**src/rtl/if_pc_unit_pkg.sv**
```systemverilog
// Shared types and defaults for the IF-stage program-counter unit.
// Optional bound/alignment checking is enabled by IF_PC_BOUND_CHECK_EN.
package if_pkg;

    // Run-control states; the encoding is visible on o_state for debug readout.
    typedef enum logic [1:0] {
        ST_IDLE      = 2'd0,
        ST_RUN       = 2'd1,
        ST_STEP_WAIT = 2'd2,
        ST_HALTED    = 2'd3
    } pc_state_e;

    localparam int DEF_PC_STEP  = 4;
    localparam int DEF_RESET_PC = 0;

endpackage

```
**src/rtl/if_pc_unit_if.sv**
```systemverilog
// Control/redirect bundle between the pipeline, the debug unit and the PC unit.
// The slave side is the PC unit; the master side is whoever drives fetch control.
interface if_pc_unit_if #(
    parameter int PC_W = 32
);
    logic            i_start;
    logic            i_mode_step;
    logic            i_step;
    logic            i_stall;
    logic            i_branch_taken;
    logic [PC_W-1:0] i_branch_target;
    logic            i_jump;
    logic [PC_W-1:0] i_jump_target;
    logic            i_halt;
    logic [PC_W-1:0] o_pc;
    logic [PC_W-1:0] o_pc_seq;
    logic            o_valid;
    logic            o_halted;
    logic [1:0]      o_state;
    logic            o_fault;

    modport master (
        output i_start, i_mode_step, i_step, i_stall,
               i_branch_taken, i_branch_target, i_jump, i_jump_target, i_halt,
        input  o_pc, o_pc_seq, o_valid, o_halted, o_state, o_fault
    );

    modport slave (
        input  i_start, i_mode_step, i_step, i_stall,
               i_branch_taken, i_branch_target, i_jump, i_jump_target, i_halt,
        output o_pc, o_pc_seq, o_valid, o_halted, o_state, o_fault
    );
endinterface

```
**src/rtl/if_pc_adder.sv**
```systemverilog
// Sequential next-PC adder: o_sum = i_a + PC_STEP, wrapping modulo 2^PC_W.
module if_pc_adder
    import if_pkg::*;
#(
    parameter int PC_W    = 32,
    parameter int PC_STEP = DEF_PC_STEP
) (
    input  logic [PC_W-1:0] i_a,
    output logic [PC_W-1:0] o_sum
);

    localparam logic [PC_W-1:0] STEP_V = PC_W'(PC_STEP);

    // Carry out of the top bit is dropped so the wrap to zero is silent.
    assign o_sum = i_a + STEP_V;

endmodule

```
**src/rtl/if_pc_unit.sv**
```systemverilog
// IF-stage program-counter unit: PC register, next-PC priority mux and a
// run-control FSM (idle / continuous run / single-step / halted).
// Define IF_PC_BOUND_CHECK_EN to fault on misaligned or out-of-memory next PCs.
module if_pc_unit
    import if_pkg::*;
#(
    parameter int              PC_W       = 32,
    parameter int              PC_STEP    = DEF_PC_STEP,
    parameter logic [PC_W-1:0] RESET_PC   = PC_W'(DEF_RESET_PC),
    parameter int              IMEM_DEPTH = 256
) (
    input  logic         i_clk,
    input  logic         i_rst_n,
    if_pc_unit_if.slave  pc_bus
);

    localparam logic [1:0] S_IDLE      = ST_IDLE;
    localparam logic [1:0] S_RUN       = ST_RUN;
    localparam logic [1:0] S_STEP_WAIT = ST_STEP_WAIT;
    localparam logic [1:0] S_HALTED    = ST_HALTED;

    logic [1:0]      r_state;
    logic [1:0]      w_state_next;
    logic [PC_W-1:0] r_pc;
    logic [PC_W-1:0] w_pc_next;
    logic [PC_W-1:0] w_pc_seq;
    logic [PC_W-1:0] w_pc_cand;
    logic            w_advance;
    logic            w_update;
    logic            w_fault_hit;

    if_pc_adder #(
        .PC_W    (PC_W),
        .PC_STEP (PC_STEP)
    ) u_adder (
        .i_a   (r_pc),
        .o_sum (w_pc_seq)
    );

    // A cycle advances (is a live fetch) in RUN, or in STEP_WAIT while i_step is high.
    assign w_advance = (r_state == S_RUN) | ((r_state == S_STEP_WAIT) & pc_bus.i_step);

    // Candidate next PC: redirects beat stall so a flush is never lost.
    always_comb begin
        w_update  = 1'b1;
        w_pc_cand = w_pc_seq;
        if (pc_bus.i_branch_taken) begin
            w_pc_cand = pc_bus.i_branch_target;
        end else if (pc_bus.i_jump) begin
            w_pc_cand = pc_bus.i_jump_target;
        end else if (pc_bus.i_stall) begin
            w_update  = 1'b0;
            w_pc_cand = r_pc;
        end
    end

`ifdef IF_PC_BOUND_CHECK_EN
    localparam logic [PC_W-1:0] STEP_V  = PC_W'(PC_STEP);
    localparam logic [63:0]     LIMIT_V = 64'(IMEM_DEPTH) * 64'(PC_STEP);

    logic r_fault;

    // Only a PC that would actually be loaded is checked; halt takes precedence.
    assign w_fault_hit = w_advance & ~pc_bus.i_halt & w_update &
                         (((w_pc_cand % STEP_V) != '0) | (64'(w_pc_cand) >= LIMIT_V));

    // Sticky fault flag, cleared only by reset.
    always_ff @(posedge i_clk or negedge i_rst_n) begin
        if (!i_rst_n) begin
            r_fault <= 1'b0;
        end else if (w_fault_hit) begin
            r_fault <= 1'b1;
        end
    end

    assign pc_bus.o_fault = r_fault;
`else
    assign w_fault_hit = 1'b0;
    // Constant 0 for any legal depth; the reference keeps IMEM_DEPTH live in this build.
    assign pc_bus.o_fault = (IMEM_DEPTH < 0);
`endif

    // Next state and next PC for the run-control FSM.
    always_comb begin
        w_state_next = r_state;
        w_pc_next    = r_pc;
        case (r_state)
            S_IDLE: begin
                if (pc_bus.i_start) begin
                    w_pc_next    = RESET_PC;
                    w_state_next = pc_bus.i_mode_step ? S_STEP_WAIT : S_RUN;
                end
            end
            S_RUN, S_STEP_WAIT: begin
                if (w_advance) begin
                    if (pc_bus.i_halt || w_fault_hit) begin
                        w_state_next = S_HALTED;
                    end else if (w_update) begin
                        w_pc_next = w_pc_cand;
                    end
                end
            end
            default: begin
                // HALTED: frozen until reset, i_start ignored.
                w_state_next = S_HALTED;
            end
        endcase
    end

    // State and PC registers; reset aborts any run without keeping a redirect.
    always_ff @(posedge i_clk or negedge i_rst_n) begin
        if (!i_rst_n) begin
            r_state <= S_IDLE;
            r_pc    <= RESET_PC;
        end else begin
            r_state <= w_state_next;
            r_pc    <= w_pc_next;
        end
    end

    assign pc_bus.o_pc     = r_pc;
    assign pc_bus.o_pc_seq = w_pc_seq;
    assign pc_bus.o_valid  = w_advance;
    assign pc_bus.o_halted = (r_state == S_HALTED);
    assign pc_bus.o_state  = r_state;

endmodule

```
**src/flat_wrapper.sv**
```systemverilog
// flat-port wrapper written by rule: the top's interface ports become plain ports
module if_pc_unit_flat import if_pkg::*;
#(
    parameter int              PC_W       = 32,
    parameter int              PC_STEP    = DEF_PC_STEP,
    parameter logic [PC_W-1:0] RESET_PC   = PC_W'(DEF_RESET_PC),
    parameter int              IMEM_DEPTH = 256
)
  (i_clk, i_rst_n, pc_bus_i_start, pc_bus_i_mode_step, pc_bus_i_step, pc_bus_i_stall, pc_bus_i_branch_taken, pc_bus_i_branch_target, pc_bus_i_jump, pc_bus_i_jump_target, pc_bus_i_halt, pc_bus_o_pc, pc_bus_o_pc_seq, pc_bus_o_valid, pc_bus_o_halted, pc_bus_o_state, pc_bus_o_fault);
  if_pc_unit_if #(.PC_W(PC_W)) pc_bus_i ();
  input  logic i_clk;
  input  logic i_rst_n;
  input wire logic [$bits(pc_bus_i.i_start)-1:0] pc_bus_i_start;
  input wire logic [$bits(pc_bus_i.i_mode_step)-1:0] pc_bus_i_mode_step;
  input wire logic [$bits(pc_bus_i.i_step)-1:0] pc_bus_i_step;
  input wire logic [$bits(pc_bus_i.i_stall)-1:0] pc_bus_i_stall;
  input wire logic [$bits(pc_bus_i.i_branch_taken)-1:0] pc_bus_i_branch_taken;
  input wire logic [$bits(pc_bus_i.i_branch_target)-1:0] pc_bus_i_branch_target;
  input wire logic [$bits(pc_bus_i.i_jump)-1:0] pc_bus_i_jump;
  input wire logic [$bits(pc_bus_i.i_jump_target)-1:0] pc_bus_i_jump_target;
  input wire logic [$bits(pc_bus_i.i_halt)-1:0] pc_bus_i_halt;
  output wire logic [$bits(pc_bus_i.o_pc)-1:0] pc_bus_o_pc;
  output wire logic [$bits(pc_bus_i.o_pc_seq)-1:0] pc_bus_o_pc_seq;
  output wire logic [$bits(pc_bus_i.o_valid)-1:0] pc_bus_o_valid;
  output wire logic [$bits(pc_bus_i.o_halted)-1:0] pc_bus_o_halted;
  output wire logic [$bits(pc_bus_i.o_state)-1:0] pc_bus_o_state;
  output wire logic [$bits(pc_bus_i.o_fault)-1:0] pc_bus_o_fault;
  assign pc_bus_i.i_start = pc_bus_i_start;
  assign pc_bus_i.i_mode_step = pc_bus_i_mode_step;
  assign pc_bus_i.i_step = pc_bus_i_step;
  assign pc_bus_i.i_stall = pc_bus_i_stall;
  assign pc_bus_i.i_branch_taken = pc_bus_i_branch_taken;
  assign pc_bus_i.i_branch_target = pc_bus_i_branch_target;
  assign pc_bus_i.i_jump = pc_bus_i_jump;
  assign pc_bus_i.i_jump_target = pc_bus_i_jump_target;
  assign pc_bus_i.i_halt = pc_bus_i_halt;
  assign pc_bus_o_pc = pc_bus_i.o_pc;
  assign pc_bus_o_pc_seq = pc_bus_i.o_pc_seq;
  assign pc_bus_o_valid = pc_bus_i.o_valid;
  assign pc_bus_o_halted = pc_bus_i.o_halted;
  assign pc_bus_o_state = pc_bus_i.o_state;
  assign pc_bus_o_fault = pc_bus_i.o_fault;
  if_pc_unit #(.PC_W(PC_W), .PC_STEP(PC_STEP), .RESET_PC(RESET_PC), .IMEM_DEPTH(IMEM_DEPTH)) u_core (.i_clk(i_clk), .i_rst_n(i_rst_n), .pc_bus(pc_bus_i));
endmodule
```
**config.mk**
```make
export PLATFORM = sky130hd
export DESIGN_NAME = if_pc_unit_flat
export DESIGN_NICKNAME = d
export VERILOG_FILES = /design/src/rtl/if_pc_unit_pkg.sv /design/src/rtl/if_pc_unit_if.sv /design/src/rtl/if_pc_adder.sv /design/src/rtl/if_pc_unit.sv /design/src/flat_wrapper.sv
export SDC_FILE = /design/constraint.sdc
export NUM_CORES = 1
export LEC_CHECK = 0
export ABC_AREA = 1
export CAP_MARGIN = 20
export CELL_PAD_IN_SITES_DETAIL_PLACEMENT = 1
export CELL_PAD_IN_SITES_GLOBAL_PLACEMENT = 1
export CORE_UTILIZATION = 28
export CTS_BUF_LIST = sky130_fd_sc_hd__clkbuf_4 sky130_fd_sc_hd__clkbuf_8
export DETAILED_ROUTE_END_ITERATION = 8
export GPL_TIMING_DRIVEN = 0
export MAX_ROUTING_LAYER = met4
export PLACE_DENSITY = 0.89
export SYNTH_ARGS = -nofsm -noshare
export SYNTH_HDL_FRONTEND = slang
export SYNTH_SLANG_ARGS = --single-unit
```
**constraint.sdc**
```tcl
create_clock -name i_clk -period 2.45 [get_ports i_clk]
set_input_delay 0.6125 -clock i_clk [delete_from_list [all_inputs] [get_ports i_clk]]
set_output_delay 0.6125 -clock i_clk [all_outputs]
set_load 0.005 [all_outputs]
```
# == Word-level counts from Yosys, hierarchy flattened ==
# Cells that the tools add are included.
# classes
add_sub_neg,1
bitwise_logic,2
n_eq_ne,9
n_mux,16
n_reduce_logical,5
# op_table
op,n
$mux 32,7
$pmux 32 s2,1
$add 32x3->32 const B,1
$mux 2,4
$ne 2x2->1 const B,4
$reduce_and 6->1,1
$eq 2x2->1 const B,2
$ne 4x4->1 const B,1
$pmux 2 s2,1
$mux 1,3
$reduce_and 3->1,1
$eq 2x1->1 const B,1
$logic_not 2->1,1
$ne 2x1->1 const B,1
$reduce_bool 2->1,1
$reduce_or 2->1,1
$and 1x1->1,1
$or 1x1->1,1
# totals
inputBits,73
output_inout_bits,69
word_cells,35
ff_bits,34

# == Logic depth before layout (Yosys ltp) ==
# logic_depth
depth_word,8
mapped_depth,12
mapped_depth_nobuf,12

# == Cells and area by module ==
# From an unflattened synthesis, not the netlist that was laid out.
# unflattened
cells_unflattened,498
hier_area_um2,3125.5
# modules_own_cells
mod,n_inst,area_each_um2,seq_area_each_um2,cells_each
if_pc_unit,1,2215.9,850.8,321
if_pc_adder,1,909.6,0.0,177

# == Worst setup path after synthesis ==
# OpenSTA, ideal clock, no wires.
# synth_timing
kind,register to output
from,"register u_core.r_pc[3], in the netlist u_core.pc_bus.o_pc[3]"
to,output port pc_bus_o_pc_seq[26]
setup_slack_ps,516
path_stages_with_launch,8
n_path_buf,0
arrival_ps,1322
path_cell_list,dfrtp_1 ha_1 nand2_1 nor2_2 nand2_4 nor2_4 nand3_1 and2_1
# synth_via
elab_chain_cells,1
# synth_rtl
item,line_no,text
from (decl),if_pc_unit.sv:24,logic [PC_W-1:0] r_pc;
from (signal assigned),if_pc_unit.sv:117,r_pc <= w_pc_next;
$add 32x3->32,if_pc_adder.sv:15,assign o_sum = i_a + STEP_V;
to (decl),flat_wrapper.sv:23,output wire logic [$bits(pc_bus_i.o_pc_seq)-1:0] pc_bus_o_pc_seq;
# Every way passes these cells.

# == Worst setup path after layout ==
# layout_timing
from,"register u_core.r_pc[2], in the netlist u_core.pc_bus.o_pc[2]"
to,output port pc_bus_o_pc_seq[26]
# Same word-level chain as after synthesis.

==> impl_metrics.csv <==
group,metric,value,unit
die,io_pins,142,
sta,slew_headroom,37.4,%
routing,drt_iter0_markers,159,
logic_synthesis,ys_seq_elements,34,
run,max_cap_viol_count,0,
sta,hold_slack,0.437,ns
finish,nets,807,
finish,final_util,50.5,%
cts,path_clk_slew,0.09,ns
power_and_ir_drop,p_sw_share,45.6,%
power_and_ir_drop,power,4.30,mW
power_and_ir_drop,irDropWorstVdd,0.496,mV
cts,ctsHoldBuffers,0,
logic_synthesis,synth_cell_type_count,29,
power_and_ir_drop,p_leak,2.73,nW
sta,fin_skew,0.0107,ns
power_and_ir_drop,p_per_area,779,nW/um^2
place,hpwl,9960,microns
logic_synthesis,synth_warnings,0,
critical_path,arrival,1.85,ns
finish,drive_gt1_share,27.9,%
sta,setup_viol,1,
die,die_width,108,microns
status,status,"finished, violations left",
sta,slew_violations,0,
global_route,grt_pass1_vias,4364,
global_route,grt_use_total,24.8,%
logic_synthesis,ys.flop_type,"dfrtp_1",
place,gp_congestion,0.879,
cts,clock_latency,0.31,ns
power_and_ir_drop,p_sw,1.96,mW
sta,hold_viol,0,
logic_synthesis,synth-async-reset-ratio,100,%
logic_synthesis,synth_edf_count,0,
critical_path,worst-path-max-fanout,3,
cts,cts_tree,"done",
die,die_height,108,microns
cts,clockRootBuffer,"clkbuf_8",
die,rows,38,
cts,clock-sinks,34,
global_route,grt_overflow,0,
global_route,grt_start_max_net_pins,35,
sta,max_freq,406,MHz
routing,ant_nets,0,
sta,worstMarginPinSlew,0.939,ns
hold_path,hold_class,"primary input to async pin",
sta,post-route-period-util,101,%
routing,viasPerCell,4.80,
die,start_util,29.0,%
power_and_ir_drop,combPwrFrac,62.4,%
finish,diodes,0,
logic_synthesis,yosysSeqAreaShare,26.8,%
logic_synthesis,syn_avg_cell_area,5.99,sq um
place,placed_cells,807,
logic_synthesis,netlist_area,3170,sq um
sta,rsz0062_at_grt,"yes",
critical_path,end_kind,"output pin",
sta,finalCriticalPeriod,2.47,ns
cts,numCtsBuffers,5,
power_and_ir_drop,p_int,2.34,mW
routing,wl_per_cell,17.1,microns
routing,drt-pass1-iter-count,4,
cts,cts_buffer_depth,2,
sta,fin_ws,-0.0161,ns
global_route,antenna_found_initial,0,
cts,htreeDepth,2,
die,dieArea,11800,sq um
global_route,grt_pass1_wl,21700,microns
power_and_ir_drop,seq_power_share,25.1,%
critical_path,startpoint_type,"flip-flop",
finish,area_delta_synth_final,74.1,%
sta,tns,-0.0161,ns
routing,wl,14900,microns
die,coreArea,10900,sq um
critical_path,required,1.84,ns
critical_path,crit_type,"flip-flop to output pin",
place,port_buffers,138,
logic_synthesis,syn_inst,529,
routing,num_vias,4175,
routing,drc_errors,0,
power_and_ir_drop,clkPwrFrac,12.5,%
logic_synthesis,synth_fp_nets,607,
finish,fin_cells,870,
finish,fillers,1435,
status,violations,"negative setup slack",
path summary, 6_finish.rpt:
check | start | endpoint | slack, ns | depth (start not counted)
setup / recovery | u_core.pc_bus.o_pc[2] | pc_bus_o_pc_seq[26] | -0.02 | 10
hold / removal | i_rst_n | u_core.pc_bus.o_pc[7] | 0.44 | 1
setup reg to reg | u_core.pc_bus.o_state[1] | u_core.pc_bus.o_pc[30] | 0.17 | 10
hold reg to reg | u_core.pc_bus.o_pc[13] | u_core.pc_bus.o_pc[13] | 0.56 | 2
max in group asynchronous | i_rst_n | u_core.pc_bus.o_pc[24] | 1.35 | 1
min in group i_clk | u_core.pc_bus.o_pc[13] | u_core.pc_bus.o_pc[13] | 0.56 | 2
critical path: stages, from the launching register on:
cell and delay, ns:
dfrtp_2 0.42, ha_4 0.19, nand2_4 0.06, nor2_4 0.12, nand2_4 0.10, nor2_4 0.17
buf_6 0.12, nand2_2 0.04, nand2_1 0.08, and2_4 0.15, buf_6 0.09
power by group through the flow:
stage	Sequential (mW)	Combinational (mW)	Clock, mW
CTS	1.06	2.40	0.529
detailed placement	1.05	2.34	0
floorplan	0.999	1.11	0
finish	1.08	2.68	0.536
global route	1.10	2.91	0.567
global placement	1.04	2.26	0
repair_timing:
action,in CTS,in global routing
pin swaps,26,27
endpoints found under the setup margin,28,25
setup buffers,37,29
resized for setup,118,73
layer usage:
layer  GRT usage [%]  wire length (microns)  up-vias
li1                -                      -     1996
met3            4.70                    647       29
met2            44.7                   7780      140
met5               -                      0        -
met4            9.36                    346        0
met1            26.7                   6080     2010
final cells by class:
type / count / area [sq um] / share of cell area [%]
multi-input combinational: 416 / 2250 / 40.7
timing repair buffer: 193 / 1780 / 32.2
sequential: 34 / 877 / 15.9
inverter: 59 / 221 / 4.01
tap: 140 / 175 / 3.17
buffer: 20 / 111 / 2.02
clock buffer: 8 / 110 / 2.00
state kept, by name, indices dropped and copies added, names as in the netlist:
| signal | count |
|---|---|
| u_core.pc_bus.o_pc | 32 |
| u_core.pc_bus.o_state | 2 |
per-stage QoR:
step                      setup WS [ns]  area (sq um)
after floorplan                   0.516          3170
after global placement           -0.162          4730
after detailed placement         -0.208          4720
after CTS                        -0.173          5220
after global routing            -0.0965          5520
final                           -0.0161          5520
placed cells by master, fill, tap and decap left out, types with 10 or more instances in the layout:
cell,netlist,final
nand2_1,256,232
clkdlybuf4s50_1,0,110
inv_1,57,55
buf_4,5,44
nand3_1,43,37
nand2_2,6,26
nor2_1,35,22
o21ai_0,22,21
dfrtp_2,0,21
buf_2,6,20
nor2_4,11,15
buf_6,0,15
nor2_2,4,13
dfrtp_1,34,13
xor2_2,7,10
synth_stat cells (3+ instances only):
library cell | count | area, sq um
buf_4 | 5 | 37.5
nand2_1 | 256 | 961
o21ai_0 | 22 | 110
nor2_2 | 4 | 25.0
ha_1 | 5 | 62.6
nand2_2 | 6 | 37.5
nand3_1 | 43 | 215
buf_2 | 6 | 30.0
dfrtp_1 | 34 | 851
o211ai_1 | 3 | 22.5
clkbuf_1 | 7 | 26.3
nor2_1 | 35 | 131
inv_1 | 57 | 214
nand3b_1 | 7 | 52.6
and2_1 | 3 | 18.8
xor2_2 | 7 | 114
nor2_4 | 11 | 124
xor2_1 | 5 | 43.8
cell families after synthesis:
family / count (synthesis) / share of synthesized area [%]
adders and majority gates: 5 / 1.97
other: 1 / 0.118
and+or+nand+nor: 369 / 50.4
buffers and inverters: 79 / 10.5
AOI/OAI and AO/OA: 28 / 4.89
DFF: 34 / 26.8
xor gates and xnor gates: 13 / 5.25
No activity file was read; power rests on OpenSTA's default activity.
